[src/rtl/axi_single_beat_master_if.sv]
// AXI4 channel bundle (AW/W/B/AR/R) between a single-beat initiator and its slave.
// The master modport is the initiator's view and the slave modport is the responder's view.
interface axi_single_beat_master_if #(
  parameter int DATA_WIDTH = 32,
  parameter int ADDR_WIDTH = 16,
  parameter int STRB_WIDTH = DATA_WIDTH / 8,
  parameter int ID_WIDTH   = 8
);
  logic [ID_WIDTH-1:0]   awid;
  logic [ADDR_WIDTH-1:0] awaddr;
  logic [7:0]            awlen;
  logic [2:0]            awsize;
  logic [1:0]            awburst;
  logic                  awlock;
  logic [3:0]            awcache;
  logic [2:0]            awprot;
  logic                  awvalid;
  logic                  awready;

  logic [DATA_WIDTH-1:0] wdata;
  logic [STRB_WIDTH-1:0] wstrb;
  logic                  wlast;
  logic                  wvalid;
  logic                  wready;

  logic [ID_WIDTH-1:0]   bid;
  logic [1:0]            bresp;
  logic                  bvalid;
  logic                  bready;

  logic [ID_WIDTH-1:0]   arid;
  logic [ADDR_WIDTH-1:0] araddr;
  logic [7:0]            arlen;
  logic [2:0]            arsize;
  logic [1:0]            arburst;
  logic                  arlock;
  logic [3:0]            arcache;
  logic [2:0]            arprot;
  logic                  arvalid;
  logic                  arready;

  logic [ID_WIDTH-1:0]   rid;
  logic [DATA_WIDTH-1:0] rdata;
  logic [1:0]            rresp;
  logic                  rlast;
  logic                  rvalid;
  logic                  rready;

  modport master (
    output awid, awaddr, awlen, awsize, awburst, awlock, awcache, awprot, awvalid,
    input  awready,
    output wdata, wstrb, wlast, wvalid,
    input  wready,
    input  bid, bresp, bvalid,
    output bready,
    output arid, araddr, arlen, arsize, arburst, arlock, arcache, arprot, arvalid,
    input  arready,
    input  rid, rdata, rresp, rlast, rvalid,
    output rready
  );

  modport slave (
    input  awid, awaddr, awlen, awsize, awburst, awlock, awcache, awprot, awvalid,
    output awready,
    input  wdata, wstrb, wlast, wvalid,
    output wready,
    output bid, bresp, bvalid,
    input  bready,
    input  arid, araddr, arlen, arsize, arburst, arlock, arcache, arprot, arvalid,
    output arready,
    output rid, rdata, rresp, rlast, rvalid,
    input  rready
  );
endinterface

[src/rtl/axi_single_beat_master.sv]
// Single-outstanding AXI4 initiator turning command/response requests into one-beat INCR transfers.
// Define AXI_MASTER_ID_CHECK_EN to flag B/R ID mismatches as SLVERR and expose a sticky id_err port.
module axi_single_beat_master #(
  parameter int DATA_WIDTH = 32,
  parameter int ADDR_WIDTH = 16,
  parameter int STRB_WIDTH = DATA_WIDTH / 8,
  parameter int ID_WIDTH   = 8
) (
  input  logic                  clock,
  input  logic                  reset,
  input  logic                  cmd_valid,
  output logic                  cmd_ready,
  input  logic                  cmd_write,
  input  logic [ID_WIDTH-1:0]   cmd_id,
  input  logic [ADDR_WIDTH-1:0] cmd_addr,
  input  logic [DATA_WIDTH-1:0] cmd_wdata,
  input  logic [STRB_WIDTH-1:0] cmd_wstrb,
  output logic                  rsp_valid,
  input  logic                  rsp_ready,
  output logic                  rsp_write,
  output logic [ID_WIDTH-1:0]   rsp_id,
  output logic [DATA_WIDTH-1:0] rsp_rdata,
  output logic [1:0]            rsp_resp,
  output logic [15:0]           rsp_latency,
`ifdef AXI_MASTER_ID_CHECK_EN
  output logic                  id_err,
`endif
  axi_single_beat_master_if.master axi
);

  typedef enum logic [2:0] {IDLE, WR_ADDR_DATA, WR_RESP, RD_ADDR, RD_DATA, RSP} state_t;

  state_t                state, state_next;
  logic                  write_q;
  logic [ID_WIDTH-1:0]   id_q;
  logic [ADDR_WIDTH-1:0] addr_q;
  logic [DATA_WIDTH-1:0] wdata_q;
  logic [STRB_WIDTH-1:0] wstrb_q;
  logic [15:0]           lat_q, lat_inc;

  logic accept, aw_hs, w_hs, b_hs, ar_hs, r_hs, rsp_hs, beat_hs;
  logic [ID_WIDTH-1:0] beat_id;
  logic [1:0]          beat_resp;
  logic cmd_ready_d, awvalid_d, wvalid_d, bready_d, arvalid_d, rready_d, rsp_valid_d;
  logic unused_rlast;
`ifdef AXI_MASTER_ID_CHECK_EN
  logic id_bad;
`endif

  // Single beat per burst, so rlast carries no information.
  assign unused_rlast = axi.rlast;

  assign axi.awid    = id_q;
  assign axi.awaddr  = addr_q;
  assign axi.awlen   = 8'd0;
  assign axi.awsize  = 3'($clog2(STRB_WIDTH));
  assign axi.awburst = 2'b01;
  assign axi.awlock  = 1'b0;
  assign axi.awcache = 4'd0;
  assign axi.awprot  = 3'd0;
  assign axi.wdata   = wdata_q;
  assign axi.wstrb   = wstrb_q;
  assign axi.wlast   = 1'b1;
  assign axi.arid    = id_q;
  assign axi.araddr  = addr_q;
  assign axi.arlen   = 8'd0;
  assign axi.arsize  = 3'($clog2(STRB_WIDTH));
  assign axi.arburst = 2'b01;
  assign axi.arlock  = 1'b0;
  assign axi.arcache = 4'd0;
  assign axi.arprot  = 3'd0;

  // Each valid/ready drops on its own handshake; the FSM only raises them on entry to a state.
  always_comb begin
    accept    = cmd_valid && cmd_ready;
    aw_hs     = axi.awvalid && axi.awready;
    w_hs      = axi.wvalid && axi.wready;
    b_hs      = axi.bvalid && axi.bready;
    ar_hs     = axi.arvalid && axi.arready;
    r_hs      = axi.rvalid && axi.rready;
    rsp_hs    = rsp_valid && rsp_ready;
    beat_hs   = b_hs || r_hs;
    lat_inc   = (lat_q == 16'hFFFF) ? lat_q : lat_q + 16'd1;
    beat_id   = b_hs ? axi.bid : axi.rid;
    beat_resp = b_hs ? axi.bresp : axi.rresp;
`ifdef AXI_MASTER_ID_CHECK_EN
    id_bad    = beat_hs && (beat_id != id_q);
    if (id_bad) beat_resp = 2'b10;
`endif
    state_next  = state;
    cmd_ready_d = cmd_ready;
    awvalid_d   = axi.awvalid && !aw_hs;
    wvalid_d    = axi.wvalid && !w_hs;
    bready_d    = axi.bready && !b_hs;
    arvalid_d   = axi.arvalid && !ar_hs;
    rready_d    = axi.rready && !r_hs;
    rsp_valid_d = rsp_valid && !rsp_hs;
    case (state)
      IDLE: if (accept) begin
        cmd_ready_d = 1'b0;
        if (cmd_write) begin
          state_next = WR_ADDR_DATA;
          awvalid_d  = 1'b1;
          wvalid_d   = 1'b1;
        end else begin
          state_next = RD_ADDR;
          arvalid_d  = 1'b1;
        end
      end
      WR_ADDR_DATA: if ((!axi.awvalid || axi.awready) && (!axi.wvalid || axi.wready)) begin
        state_next = WR_RESP;
        bready_d   = 1'b1;
      end
      WR_RESP: if (b_hs) begin
        state_next  = RSP;
        rsp_valid_d = 1'b1;
      end
      RD_ADDR: if (ar_hs) begin
        state_next = RD_DATA;
        rready_d   = 1'b1;
      end
      RD_DATA: if (r_hs) begin
        state_next  = RSP;
        rsp_valid_d = 1'b1;
      end
      RSP: if (rsp_hs) begin
        state_next  = IDLE;
        cmd_ready_d = 1'b1;
      end
      default: begin
        state_next  = IDLE;
        cmd_ready_d = 1'b1;
      end
    endcase
  end

  // Latency counts every cycle spent waiting on the slave, including the B/R handshake cycle.
  always_ff @(posedge clock or posedge reset) begin
    if (reset) begin
      state       <= IDLE;
      cmd_ready   <= 1'b1;
      axi.awvalid <= 1'b0;
      axi.wvalid  <= 1'b0;
      axi.bready  <= 1'b0;
      axi.arvalid <= 1'b0;
      axi.rready  <= 1'b0;
      rsp_valid   <= 1'b0;
      write_q     <= 1'b0;
      id_q        <= '0;
      addr_q      <= '0;
      wdata_q     <= '0;
      wstrb_q     <= '0;
      lat_q       <= '0;
      rsp_write   <= 1'b0;
      rsp_id      <= '0;
      rsp_rdata   <= '0;
      rsp_resp    <= '0;
      rsp_latency <= '0;
`ifdef AXI_MASTER_ID_CHECK_EN
      id_err      <= 1'b0;
`endif
    end else begin
      state       <= state_next;
      cmd_ready   <= cmd_ready_d;
      axi.awvalid <= awvalid_d;
      axi.wvalid  <= wvalid_d;
      axi.bready  <= bready_d;
      axi.arvalid <= arvalid_d;
      axi.rready  <= rready_d;
      rsp_valid   <= rsp_valid_d;
      if (accept) begin
        write_q <= cmd_write;
        id_q    <= cmd_id;
        addr_q  <= cmd_addr;
        wdata_q <= cmd_wdata;
        wstrb_q <= cmd_wstrb;
        lat_q   <= '0;
      end else if (state != IDLE && state != RSP) begin
        lat_q <= lat_inc;
      end
      if (beat_hs) begin
        rsp_write   <= write_q;
        rsp_id      <= beat_id;
        rsp_rdata   <= b_hs ? '0 : axi.rdata;
        rsp_resp    <= beat_resp;
        rsp_latency <= lat_inc;
      end
`ifdef AXI_MASTER_ID_CHECK_EN
      if (id_bad) id_err <= 1'b1;
`endif
    end
  end

endmodule

[src/flat_wrapper.sv]
// flat-port wrapper written by rule: the top's interface ports become plain ports
module axi_single_beat_master_flat 
#(
  parameter int DATA_WIDTH = 32,
  parameter int ADDR_WIDTH = 16,
  parameter int STRB_WIDTH = DATA_WIDTH / 8,
  parameter int ID_WIDTH   = 8
)
  (clock, reset, cmd_valid, cmd_ready, cmd_write, cmd_id, cmd_addr, cmd_wdata, cmd_wstrb, rsp_valid, rsp_ready, rsp_write, rsp_id, rsp_rdata, rsp_resp, rsp_latency, axi_awid, axi_awaddr, axi_awlen, axi_awsize, axi_awburst, axi_awlock, axi_awcache, axi_awprot, axi_awvalid, axi_awready, axi_wdata, axi_wstrb, axi_wlast, axi_wvalid, axi_wready, axi_bid, axi_bresp, axi_bvalid, axi_bready, axi_arid, axi_araddr, axi_arlen, axi_arsize, axi_arburst, axi_arlock, axi_arcache, axi_arprot, axi_arvalid, axi_arready, axi_rid, axi_rdata, axi_rresp, axi_rlast, axi_rvalid, axi_rready);
  axi_single_beat_master_if #(.DATA_WIDTH(DATA_WIDTH), .ADDR_WIDTH(ADDR_WIDTH), .STRB_WIDTH(STRB_WIDTH), .ID_WIDTH(ID_WIDTH)) axi_i ();
  input  logic clock;
  input  logic reset;
  input  logic cmd_valid;
  output logic cmd_ready;
  input  logic cmd_write;
  input  logic [ID_WIDTH-1:0] cmd_id;
  input  logic [ADDR_WIDTH-1:0] cmd_addr;
  input  logic [DATA_WIDTH-1:0] cmd_wdata;
  input  logic [STRB_WIDTH-1:0] cmd_wstrb;
  output logic rsp_valid;
  input  logic rsp_ready;
  output logic rsp_write;
  output logic [ID_WIDTH-1:0] rsp_id;
  output logic [DATA_WIDTH-1:0] rsp_rdata;
  output logic [1:0] rsp_resp;
  output logic [15:0] rsp_latency;
  output wire logic [$bits(axi_i.awid)-1:0] axi_awid;
  output wire logic [$bits(axi_i.awaddr)-1:0] axi_awaddr;
  output wire logic [$bits(axi_i.awlen)-1:0] axi_awlen;
  output wire logic [$bits(axi_i.awsize)-1:0] axi_awsize;
  output wire logic [$bits(axi_i.awburst)-1:0] axi_awburst;
  output wire logic [$bits(axi_i.awlock)-1:0] axi_awlock;
  output wire logic [$bits(axi_i.awcache)-1:0] axi_awcache;
  output wire logic [$bits(axi_i.awprot)-1:0] axi_awprot;
  output wire logic [$bits(axi_i.awvalid)-1:0] axi_awvalid;
  input wire logic [$bits(axi_i.awready)-1:0] axi_awready;
  output wire logic [$bits(axi_i.wdata)-1:0] axi_wdata;
  output wire logic [$bits(axi_i.wstrb)-1:0] axi_wstrb;
  output wire logic [$bits(axi_i.wlast)-1:0] axi_wlast;
  output wire logic [$bits(axi_i.wvalid)-1:0] axi_wvalid;
  input wire logic [$bits(axi_i.wready)-1:0] axi_wready;
  input wire logic [$bits(axi_i.bid)-1:0] axi_bid;
  input wire logic [$bits(axi_i.bresp)-1:0] axi_bresp;
  input wire logic [$bits(axi_i.bvalid)-1:0] axi_bvalid;
  output wire logic [$bits(axi_i.bready)-1:0] axi_bready;
  output wire logic [$bits(axi_i.arid)-1:0] axi_arid;
  output wire logic [$bits(axi_i.araddr)-1:0] axi_araddr;
  output wire logic [$bits(axi_i.arlen)-1:0] axi_arlen;
  output wire logic [$bits(axi_i.arsize)-1:0] axi_arsize;
  output wire logic [$bits(axi_i.arburst)-1:0] axi_arburst;
  output wire logic [$bits(axi_i.arlock)-1:0] axi_arlock;
  output wire logic [$bits(axi_i.arcache)-1:0] axi_arcache;
  output wire logic [$bits(axi_i.arprot)-1:0] axi_arprot;
  output wire logic [$bits(axi_i.arvalid)-1:0] axi_arvalid;
  input wire logic [$bits(axi_i.arready)-1:0] axi_arready;
  input wire logic [$bits(axi_i.rid)-1:0] axi_rid;
  input wire logic [$bits(axi_i.rdata)-1:0] axi_rdata;
  input wire logic [$bits(axi_i.rresp)-1:0] axi_rresp;
  input wire logic [$bits(axi_i.rlast)-1:0] axi_rlast;
  input wire logic [$bits(axi_i.rvalid)-1:0] axi_rvalid;
  output wire logic [$bits(axi_i.rready)-1:0] axi_rready;
  assign axi_awid = axi_i.awid;
  assign axi_awaddr = axi_i.awaddr;
  assign axi_awlen = axi_i.awlen;
  assign axi_awsize = axi_i.awsize;
  assign axi_awburst = axi_i.awburst;
  assign axi_awlock = axi_i.awlock;
  assign axi_awcache = axi_i.awcache;
  assign axi_awprot = axi_i.awprot;
  assign axi_awvalid = axi_i.awvalid;
  assign axi_i.awready = axi_awready;
  assign axi_wdata = axi_i.wdata;
  assign axi_wstrb = axi_i.wstrb;
  assign axi_wlast = axi_i.wlast;
  assign axi_wvalid = axi_i.wvalid;
  assign axi_i.wready = axi_wready;
  assign axi_i.bid = axi_bid;
  assign axi_i.bresp = axi_bresp;
  assign axi_i.bvalid = axi_bvalid;
  assign axi_bready = axi_i.bready;
  assign axi_arid = axi_i.arid;
  assign axi_araddr = axi_i.araddr;
  assign axi_arlen = axi_i.arlen;
  assign axi_arsize = axi_i.arsize;
  assign axi_arburst = axi_i.arburst;
  assign axi_arlock = axi_i.arlock;
  assign axi_arcache = axi_i.arcache;
  assign axi_arprot = axi_i.arprot;
  assign axi_arvalid = axi_i.arvalid;
  assign axi_i.arready = axi_arready;
  assign axi_i.rid = axi_rid;
  assign axi_i.rdata = axi_rdata;
  assign axi_i.rresp = axi_rresp;
  assign axi_i.rlast = axi_rlast;
  assign axi_i.rvalid = axi_rvalid;
  assign axi_rready = axi_i.rready;
  axi_single_beat_master #(.DATA_WIDTH(DATA_WIDTH), .ADDR_WIDTH(ADDR_WIDTH), .STRB_WIDTH(STRB_WIDTH), .ID_WIDTH(ID_WIDTH)) u_core (.clock(clock), .reset(reset), .cmd_valid(cmd_valid), .cmd_ready(cmd_ready), .cmd_write(cmd_write), .cmd_id(cmd_id), .cmd_addr(cmd_addr), .cmd_wdata(cmd_wdata), .cmd_wstrb(cmd_wstrb), .rsp_valid(rsp_valid), .rsp_ready(rsp_ready), .rsp_write(rsp_write), .rsp_id(rsp_id), .rsp_rdata(rsp_rdata), .rsp_resp(rsp_resp), .rsp_latency(rsp_latency), .axi(axi_i));
endmodule
[config.mk]
export PLATFORM = sky130hd
export DESIGN_NAME = axi_single_beat_master_flat
export DESIGN_NICKNAME = d
export VERILOG_FILES = /design/src/rtl/axi_single_beat_master_if.sv /design/src/rtl/axi_single_beat_master.sv /design/src/flat_wrapper.sv
export SDC_FILE = /design/constraint.sdc
export NUM_CORES = 1
export LEC_CHECK = 0
export ABC_AREA = 1
export BUFFER_PORTS_ARGS = -buffer_cell sky130_fd_sc_hd__buf_4
export CORE_MARGIN = 8
export CORE_UTILIZATION = 47
export DETAILED_ROUTE_END_ITERATION = 10
export PLACE_DENSITY_LB_ADDON = 0.15
export SLEW_MARGIN = 20
export SYNTH_ARGS = -nofsm -noshare
export SYNTH_HDL_FRONTEND = slang
export SYNTH_SLANG_ARGS = --single-unit
[constraint.sdc]
create_clock -name clock -period 5.96 [get_ports clock]
set_input_delay 1.49 -clock clock [delete_from_list [all_inputs] [get_ports clock]]
set_output_delay 1.49 -clock clock [all_outputs]
set_load 0.05 [all_outputs]
Word level (Yosys, flattened, before mapping)
Cells that the tools add are included.
- bits in registers: 146
- output and inout port bits: 193
- logic and storage cells: 99
- $add $sub $neg: 1
- eq/ne operators: 13
- mux-type cells: 33
- bitwise gates (word level): 1
- reductions and logical operators: 32
- operators with widths (kind ; count):
    2-to-1 mux 16 bit ; 3
    2-to-1 mux 32 bit ; 1
    2-to-1 mux 3 bit ; 6
    case mux 3 bit (6 select lines) ; 1
    2-to-1 mux 1 bit ; 17
    adder 16 x 1 -> 16 bit, second input constant ; 1
    equality test 16 bit, second input constant ; 1
    logical AND 1 bit ; 15
    != test 2 x 1 -> 1 bit, second input constant ; 6
    zero test 1 bit ; 8
    2-to-1 mux 8 bit ; 1
    equality test 3 x 2 -> 1 bit, second input constant ; 2
    equality test 3 bit, second input constant ; 2
    AND reduction 6 bit ; 1
    2-to-1 mux 2 bit ; 2
    OR reduction 4 bit ; 1
    equality test 3 x 1 -> 1 bit, second input constant ; 1
    zero test 3 bit ; 1
    logical OR 1 bit ; 3
    != test 3 bit, second input constant ; 1
    case mux 1 bit (3 select lines) ; 1
    AND reduction 3 bit ; 1
    nonzero test 3 bit ; 1
    case mux 1 bit (2 select lines) ; 1
    2 further kinds ; 2

Logic depth before layout (Yosys ltp)
Gate-level depths: netlist of the first run.
- depth in word-level cells: 6
- depth in mapped cells: 10
- mapped depth without buffers: 10

Worst setup path after synthesis of the first run
Ideal clock, no wire load.
- kind: register to output
- from: register u_core.addr_q[0] (netlist: u_core.axi.araddr[0])
- to: output port axi_awaddr[0]
- arrival: 904 ps
- data required time: 4470 ps
- path slack: 3566 ps
- cell stages (with the launch flop): 2
- cell sequence: dfrtp_1 > buf_4
- RTL lines (item ; line ; source):
    start, declared ; axi_single_beat_master.sv:36 ; logic [ADDR_WIDTH-1:0] addr_q;
    start signal, assigned ; axi_single_beat_master.sv:174 ; addr_q <= cmd_addr;
    end, declared ; flat_wrapper.sv:28 ; output wire logic [$bits(axi_i.awaddr)-1:0] axi_awaddr;
No word-level cell between the ends.

Worst setup path in the final report of the first run
- from: input port axi_bvalid
- to: register u_core.rsp_latency[8]
- word-level cells in the longest chain between the ends: 2
- ends and longest elaborated chain (item ; line ; source):
    start, declared ; flat_wrapper.sv:44 ; input wire logic [$bits(axi_i.bvalid)-1:0] axi_bvalid;
    logical AND 1 bit ; axi_single_beat_master.sv:78 ; b_hs = axi.bvalid && axi.bready;
    logical OR 1 bit ; axi_single_beat_master.sv:82 ; beat_hs = b_hs || r_hs;
    end signal, assigned ; axi_single_beat_master.sv:186 ; rsp_latency <= lat_inc;
    end, declared ; axi_single_beat_master.sv:24 ; output logic [15:0] rsp_latency,
Every way passes these cells.
A chain may end at the register's enable or synchronous reset.

==> metrics.cfg, run 1 <==
[sta]
hold_viol = 0
rsz0062_at_grt = no
fin_ws_ns = 2.22
maxSlewHeadroom = 0.294
post-route-period-util = 0.628
layout_min_cycle_time_ns = 3.74
worst_pin_slew_ns = 1.06
fin_setup_tns_ns = 0
finClkSkew_ns = 0.00886
slew_viol_final = 0
finalSetupViolCount = 0
fmax_ghz = 0.267

[place]
place.gp.congestion = 0.852
placed_area_um2 = 8530
place_ws_ns = 1.72
io_buffers = 271
dp_hpwl_um = 14800

[finish]
antenna_cells = 0
syn_to_final_growth_pct = 35.4
fin_nets = 1178
drive_gt1_frac = 0.306
fin_area_um2 = 9130

[logic_synthesis]
synth-edff-count = 0
synth_cell_types = 32
synth_compound_area_frac = 0.0351
synth-simple-area-share = 0.293
ys_top_cells_by_count = nand2_1 (369), dfrtp_1 (145), buf_4 (68)
synth_top_cell_area_share = 0.538
ys.flop_type = dfrtp_1
synth_area_leader_cell = dfrtp_1
synthArstFlopShare = 1.00
synthCells = 818
yosysMostFrequentCell = nand2_1
muxShareOfSynthArea = 0
synthTopCellsByArea = dfrtp_1 (54%), nand2_1 (21%), buf_4 (7.6%), nand3_1 (4.3%), nor2_1 (1.7%)
ys_seq_area_frac = 0.542
postSynthAreaPerCell_um2 = 8.24
synth_seq_cells = 146
synth-xor-area-share = 0.00909
syn_area_um2 = 6740
synth-warning-count = 0
synth_top_family_by_area = simple AND/OR/NAND/NOR gates
synth_adder_area_share = 0.00186

[clock_network]
clk_latency_ns = 0.42
hold_buffers = 0
cts.sinks = 146
htreeDepth = 4
numCtsBuffers = 17
cts_resized = 0
cts_setup_buffers = 0
cts-root-buf = clkbuf_16
cts_tree = done
clock_path_buffers = 2
path_clk_slew_ns = 0.06

[global_routing]
grt_max_degree = 106
grt_pass1_vias = 5802
grt-ovfl-total = 0
grtUsageTotal = 0.218
grt_pass1_wl_um = 31300
antenna_found_initial = 0

[die]
die_area_um2 = 18400
io_pins = 316
floorplan.initialDensity = 0.484
die_y_um = 136
fp-row-count = 43
die_w_um = 136
fp.coreArea_um2 = 13900

[critical_path]
crit_path_cell_trace = buf_4, nand2_1, buf_4, nand2_1, inv_2, o21bai_1, nand2_1
r2r_start = u_core.axi.bready
worst_path_max_delay_cell = inv_2
critPathMaxStageDelay_ns = 0.96
required_ns = 6.26
critPathLaunch = axi_bvalid
crit_path_start_kind = input port
crit_arrival_ns = 4.04
cp_max_fo = 54
cpMostUsedCell = nand2_1
end_kind = flip-flop
crit_type = input port to flip-flop

[route]
wl_um = 20300
dr_total_vias = 5903
antenna_left = 0
dr.pass1.iters = 5
drc_errors = 0
vias_per_cell = 4.74
wl_per_cell_um = 16.3
drtIter0Drc = 388

[run]
maxCapViolCount = 0

[hold_path]
hp-class = flip-flop to flip-flop
min_from = u_core.rsp_rdata[8]

[pwr]
vdd.ir_drop.worst_v = 0.000427
p_leak_nw = 5.15
power_density_nw_per_um2 = 583

[run_status]
status = completed

cells in the final DEF, fill, tap and decap left out, drive strengths merged, types with 2 or more instances in the layout:
cell type / n
a21oi: 2
buf: 275
bufinv: 2
clkbuf: 27
conb: 43
dfrtp: 145
inv: 35
nand2: 375
nand3: 59
nand4: 4
nor2: 38
nor3: 10
o21ai: 23
o21bai: 4
o22ai: 10
xor2: 6
critical path: cells and delay by family:
kind,cells,cell delay (ns)
and+or+nand+nor,3,0.81
AOI/OAI and AO/OA,1,0.23
buffers and inverters,3,1.48
per-layer routing:
layer	vias up	GRT usage	wire length [um]
met3	22	0.100	2330
met4	0	0.0697	260
met2	235	0.352	9650
met1	2727	0.254	8090
li1	2919	-	-
met5	-	0	0
cell families after synthesis:
family,count (synthesis)
simple gates,487
flops,146
buf+inv,134
compound gates,41
xor+xnor,7
other cells,2
fa+ha+maj,1
through the flow:
| stage | util | total power, W | cells | hold slack, ns |
|---|---|---|---|---|
| floorplan | - | 0.00353 | 859 | 0.491 |
| global placement | 0.612 | 0.00425 | 1215 | 0.455 |
| detailed placement | 0.612 | 0.00427 | 1215 | 0.460 |
| CTS | 0.655 | 0.00537 | 1245 | 0.474 |
| global route | 0.655 | 0.00559 | 1245 | 0.496 |
| finish | 0.655 | 0.00532 | 1245 | 0.471 |
layout make-up:
cell class / count / area (um^2)
clock buffer: 27 / 533
fill: 1210 / 4800
sequential: 146 / 3650
clock inverter: 3 / 67.6
tap: 180 / 225
multi-input combinational: 579 / 2450
inverter: 35 / 136
timing repair buffer: 275 / 2060
state kept, by name, indices dropped and copies added (netlist names):
register / cells
u_core.write_q: 1
u_core.axi.rready: 1
u_core.rsp_rdata: 32
u_core.cmd_ready: 1
u_core.axi.wvalid: 1
u_core.rsp_write: 1
u_core.axi.bready: 1
u_core.state: 3
u_core.rsp_latency: 16
u_core.axi.arid: 8
u_core.axi.wstrb: 4
u_core.axi.awvalid: 1
u_core.lat_q: 16
u_core.rsp_resp: 2
u_core.axi.arvalid: 1
u_core.axi.araddr: 16
u_core.axi.wdata: 32
u_core.rsp_valid: 1
u_core.rsp_id: 8
final timing paths:
| kind | depth (start not counted) | endpoint | slack (ns) |
|---|---|---|---|
| worst max-delay path | 7 | u_core.rsp_latency[8] | 2.22 |
| worst min-delay path | 2 | u_core.rsp_rdata[8] | 0.47 |
| worst max register to register | 6 | u_core.rsp_latency[8] | 2.98 |
| worst min register to register | 2 | u_core.rsp_rdata[8] | 0.47 |
| max in group asynchronous | 3 | u_core.rsp_id[1] | 3.59 |
| min in group asynchronous | 2 | u_core.rsp_id[5] | 1.29 |
power by group:
group,switching (W),total (W),internal (W)
logic,0.00200,0.00272,0.000713
clock network,0.000391,0.00108,0.000690
registers,0.000221,0.00152,0.00130
Note: power is estimated with default switching activity, not from simulation.
==> run 2: changes to the inputs <==
- ABC_AREA: 1 -> 0
- clock period: 5.96 -> 3.5 ns (I/O delays scaled with it)
==> run 2 against run 1 <==
  * First-iteration DRC count up 18%
  * Combinational power up 78%
  * Clock skew up 0.0014 ns
  * Critical endpoint is now u_core.lat_q[12]
  * Global-route usage down 0.097 points
  * Power up 81%
  * Register-to-register slack worse by 1.8 ns
  * Wire length up 2.5%
  * Sequential cell count unchanged
  * Critical path depth down 2
  * Hold slack worse by 0.0072 ns
  * Count of clock-buffer cells in the layout down 7
  * Highest routed layer unchanged
  * Area after synthesis up 1.7%
==> metrics.cfg, run 2 <==
[run_status]
status = completed  ; unchanged

[route]
drc_errors = 0  ; unchanged
wl_per_cell_um = 17.1  ; was 16.3 um
antenna_left = 0  ; unchanged
dr.pass1.iters = 5  ; unchanged
dr_total_vias = 6040  ; was 5903
drtIter0Drc = 459  ; was 388
vias_per_cell = 4.96  ; was 4.74
wl_um = 20800  ; was 20300 um

[place]
place_ws_ns = 1.11  ; was 1.72 ns
place.gp.congestion = 0.825  ; was 0.852
io_buffers = 271  ; unchanged
placed_area_um2 = 8670  ; was 8530 um^2
dp_hpwl_um = 15100  ; was 14800 um

[clock_network]
numCtsBuffers = 17  ; unchanged
cts.sinks = 146  ; unchanged
cts_tree = done  ; unchanged
cts_resized = 0  ; unchanged
hold_buffers = 0  ; unchanged
cts_setup_buffers = 0  ; unchanged
cts-root-buf = clkbuf_16  ; unchanged
clock_path_buffers = 2  ; unchanged
htreeDepth = 4  ; unchanged
clk_latency_ns = 0.42  ; about the same
path_clk_slew_ns = 0.06  ; about the same

[logic_synthesis]
synth_top_cell_area_share = 0.529  ; was 0.538
synthTopCellsByArea = dfrtp_1 (53%), nand2_1 (16%), buf_4 (7.3%), a21oi_1 (3.5%), nor2_1 (1.9%)  ; was dfrtp_1 (54%), nand2_1 (21%), buf_4 (7.6%), nand3_1 (4.3%), nor2_1 (1.7%)
synth_area_leader_cell = dfrtp_1  ; unchanged
synth_cell_types = 50  ; was 32
ys_top_cells_by_count = nand2_1 (295), dfrtp_1 (145), buf_4 (67)  ; was nand2_1 (369), dfrtp_1 (145), buf_4 (68)
synth_seq_cells = 146  ; unchanged
syn_area_um2 = 6860  ; was 6740 um^2
postSynthAreaPerCell_um2 = 8.67  ; was 8.24 um^2
yosysMostFrequentCell = nand2_1  ; unchanged
ys.flop_type = dfrtp_1  ; unchanged
ys_seq_area_frac = 0.533  ; was 0.542
synthArstFlopShare = 1.00  ; unchanged
synth-edff-count = 0  ; unchanged
synth-warning-count = 0  ; unchanged
synthCells = 791  ; was 818

[sta]
finalSetupViolCount = 0  ; unchanged
maxSlewHeadroom = 0.447  ; was 0.294
whs_ns = 0.464  ; was 0.471 ns
slew_viol_final = 0  ; unchanged
fin_ws_ns = 1.16  ; was 2.22 ns
fmax_ghz = 0.427
post-route-period-util = 0.670
fin_setup_tns_ns = 0  ; unchanged
rsz0062_at_grt = no  ; unchanged
hold_viol = 0  ; unchanged
layout_min_cycle_time_ns = 2.34
worst_pin_slew_ns = 0.830  ; was 1.06 ns
finClkSkew_ns = 0.0103  ; was 0.00886 ns

[finish]
layout_commonest_cell = nand2_1  ; unchanged
utilization = 0.649  ; was 0.655
drive_gt1_frac = 0.315  ; was 0.306
fillers = 1259  ; was 1210
fin_area_um2 = 9320  ; was 9130 um^2
antenna_cells = 0  ; unchanged
syn_to_final_growth_pct = 35.9  ; was 35.4%
final_cell_mix = nand2_1 (294), buf_4 (282), dfrtp_1 (145)  ; was nand2_1 (368), buf_4 (275), dfrtp_1 (145)
fin_nets = 1145  ; was 1178

[critical_path]
end_kind = flip-flop  ; unchanged
cp-endpoint = u_core.lat_q[12]  ; was u_core.rsp_latency[8]
crit_path_start_kind = flip-flop  ; was input port
r2r_slack_ns = 1.16  ; was 2.98 ns
critPathLaunch = u_core.lat_q[0]  ; was axi_bvalid
r2r_start = u_core.lat_q[0]  ; was u_core.axi.bready
crit_arrival_ns = 2.64  ; was 4.04 ns
crit_type = flip-flop to flip-flop  ; was input port to flip-flop
required_ns = 3.80  ; was 6.26 ns
ff2ff_path_depth = 5  ; was 6
worst_path_max_delay_cell = a211oi_1  ; was inv_2
critPathMaxStageDelay_ns = 0.56  ; was 0.96 ns
rr_endpoint = u_core.lat_q[12]  ; was u_core.rsp_latency[8]
crit_path_cell_trace = ha_1, nand4_1, a211oi_1, a21oi_1, a311oi_1  ; was buf_4, nand2_1, buf_4, nand2_1, inv_2, o21bai_1, nand2_1
cp_max_fo = 9  ; was 54

[die]
fp-row-count = 44  ; was 43
die_area_um2 = 18700  ; was 18400 um^2
floorplan.initialDensity = 0.477  ; was 0.484
io_pins = 316  ; unchanged
die_w_um = 137  ; was 136 um
fp.coreArea_um2 = 14400  ; was 13900 um^2
die_y_um = 137  ; was 136 um

[pwr]
power_density_nw_per_um2 = 1030  ; was 583 nW/um^2
vdd.ir_drop.worst_v = 0.000763  ; was 0.000427 V
p_leak_nw = 4.78  ; was 5.15 nW

[run]
maxCapViolCount = 0  ; unchanged

[global_routing]
grt_pass1_vias = 6042  ; was 5802
grt_pass1_wl_um = 31800  ; was 31300 um
grtUsageTotal = 0.217  ; was 0.218
grt_max_degree = 83  ; was 106
grt-ovfl-total = 0  ; unchanged
antenna_found_initial = 0  ; unchanged

[hold_path]
hp-class = flip-flop to flip-flop  ; unchanged
min_from = u_core.rsp_write  ; was u_core.rsp_rdata[8]

run 2: layout make-up:
class | instances | area (um^2) | share of cell area
multi-input combinational | 561 | 2600 | 0.279
clock buffer | 20 | 467 | 0.0501
sequential | 146 | 3650 | 0.392
clock inverter | 11 | 183 | 0.0196
inverter | 12 | 48.8 | 0.00524
timing repair buffer | 283 | 2140 | 0.229
tap | 184 | 230 | 0.0247
run 2: report_power, final:
part	switching (W)	internal [W]	leakage [nW]	total (W)
combinational	0.00351	0.00133	2.59	0.00484
clock	0.000685	0.00131	0.321	0.00200
sequential	0.000498	0.00228	1.88	0.00278
run 2: worst min-delay path by stage:
stage / to / slack, ns / cells past startpoint
after floorplan: u_core.write_q / 0.45 / 2
after global placement: u_core.rsp_write / 0.45 / 2
after detailed placement: u_core.rsp_write / 0.46 / 2
after CTS: u_core.rsp_write / 0.47 / 2
after global routing: u_core.rsp_write / 0.49 / 2
final: u_core.rsp_write / 0.46 / 2
run 2: stage by stage:
stage	instances	power (W)
final	1217	0.00961
after global routing	1217	0.0101
after CTS	1217	0.00968
after detailed placement	1186	0.00766
after global placement	1186	0.00761
after floorplan	832	0.00631
run 2: cell families after synthesis:
logic type	count (synthesis)	synth area share
other	2	0.00110
XOR/XNOR	7	0.00894
AO/OA/AOI/OAI	124	0.110
adder cells (fa/ha/maj)	1	0.00182
flip-flops	146	0.533
AND/OR/NAND/NOR	385	0.232
buffers and inverters	125	0.111
multiplexers	1	0.00146
run 2: per-layer routing:
layer  GRT usage  vias to the layer above  wire, um
li1            -                     2947         -
met1       0.256                     2879      8150
met2       0.365                      197     10800
met3      0.0815                       17      1680
met4      0.0616                        0       243
met5           0                        -         0
run 2: critical path, delay by kind of cell, from the launching register on:
family          cells  cell delay (ns)
fa+ha+maj           1             0.36
flops               1             0.45
compound gates      3             1.03
simple gates        1             0.38
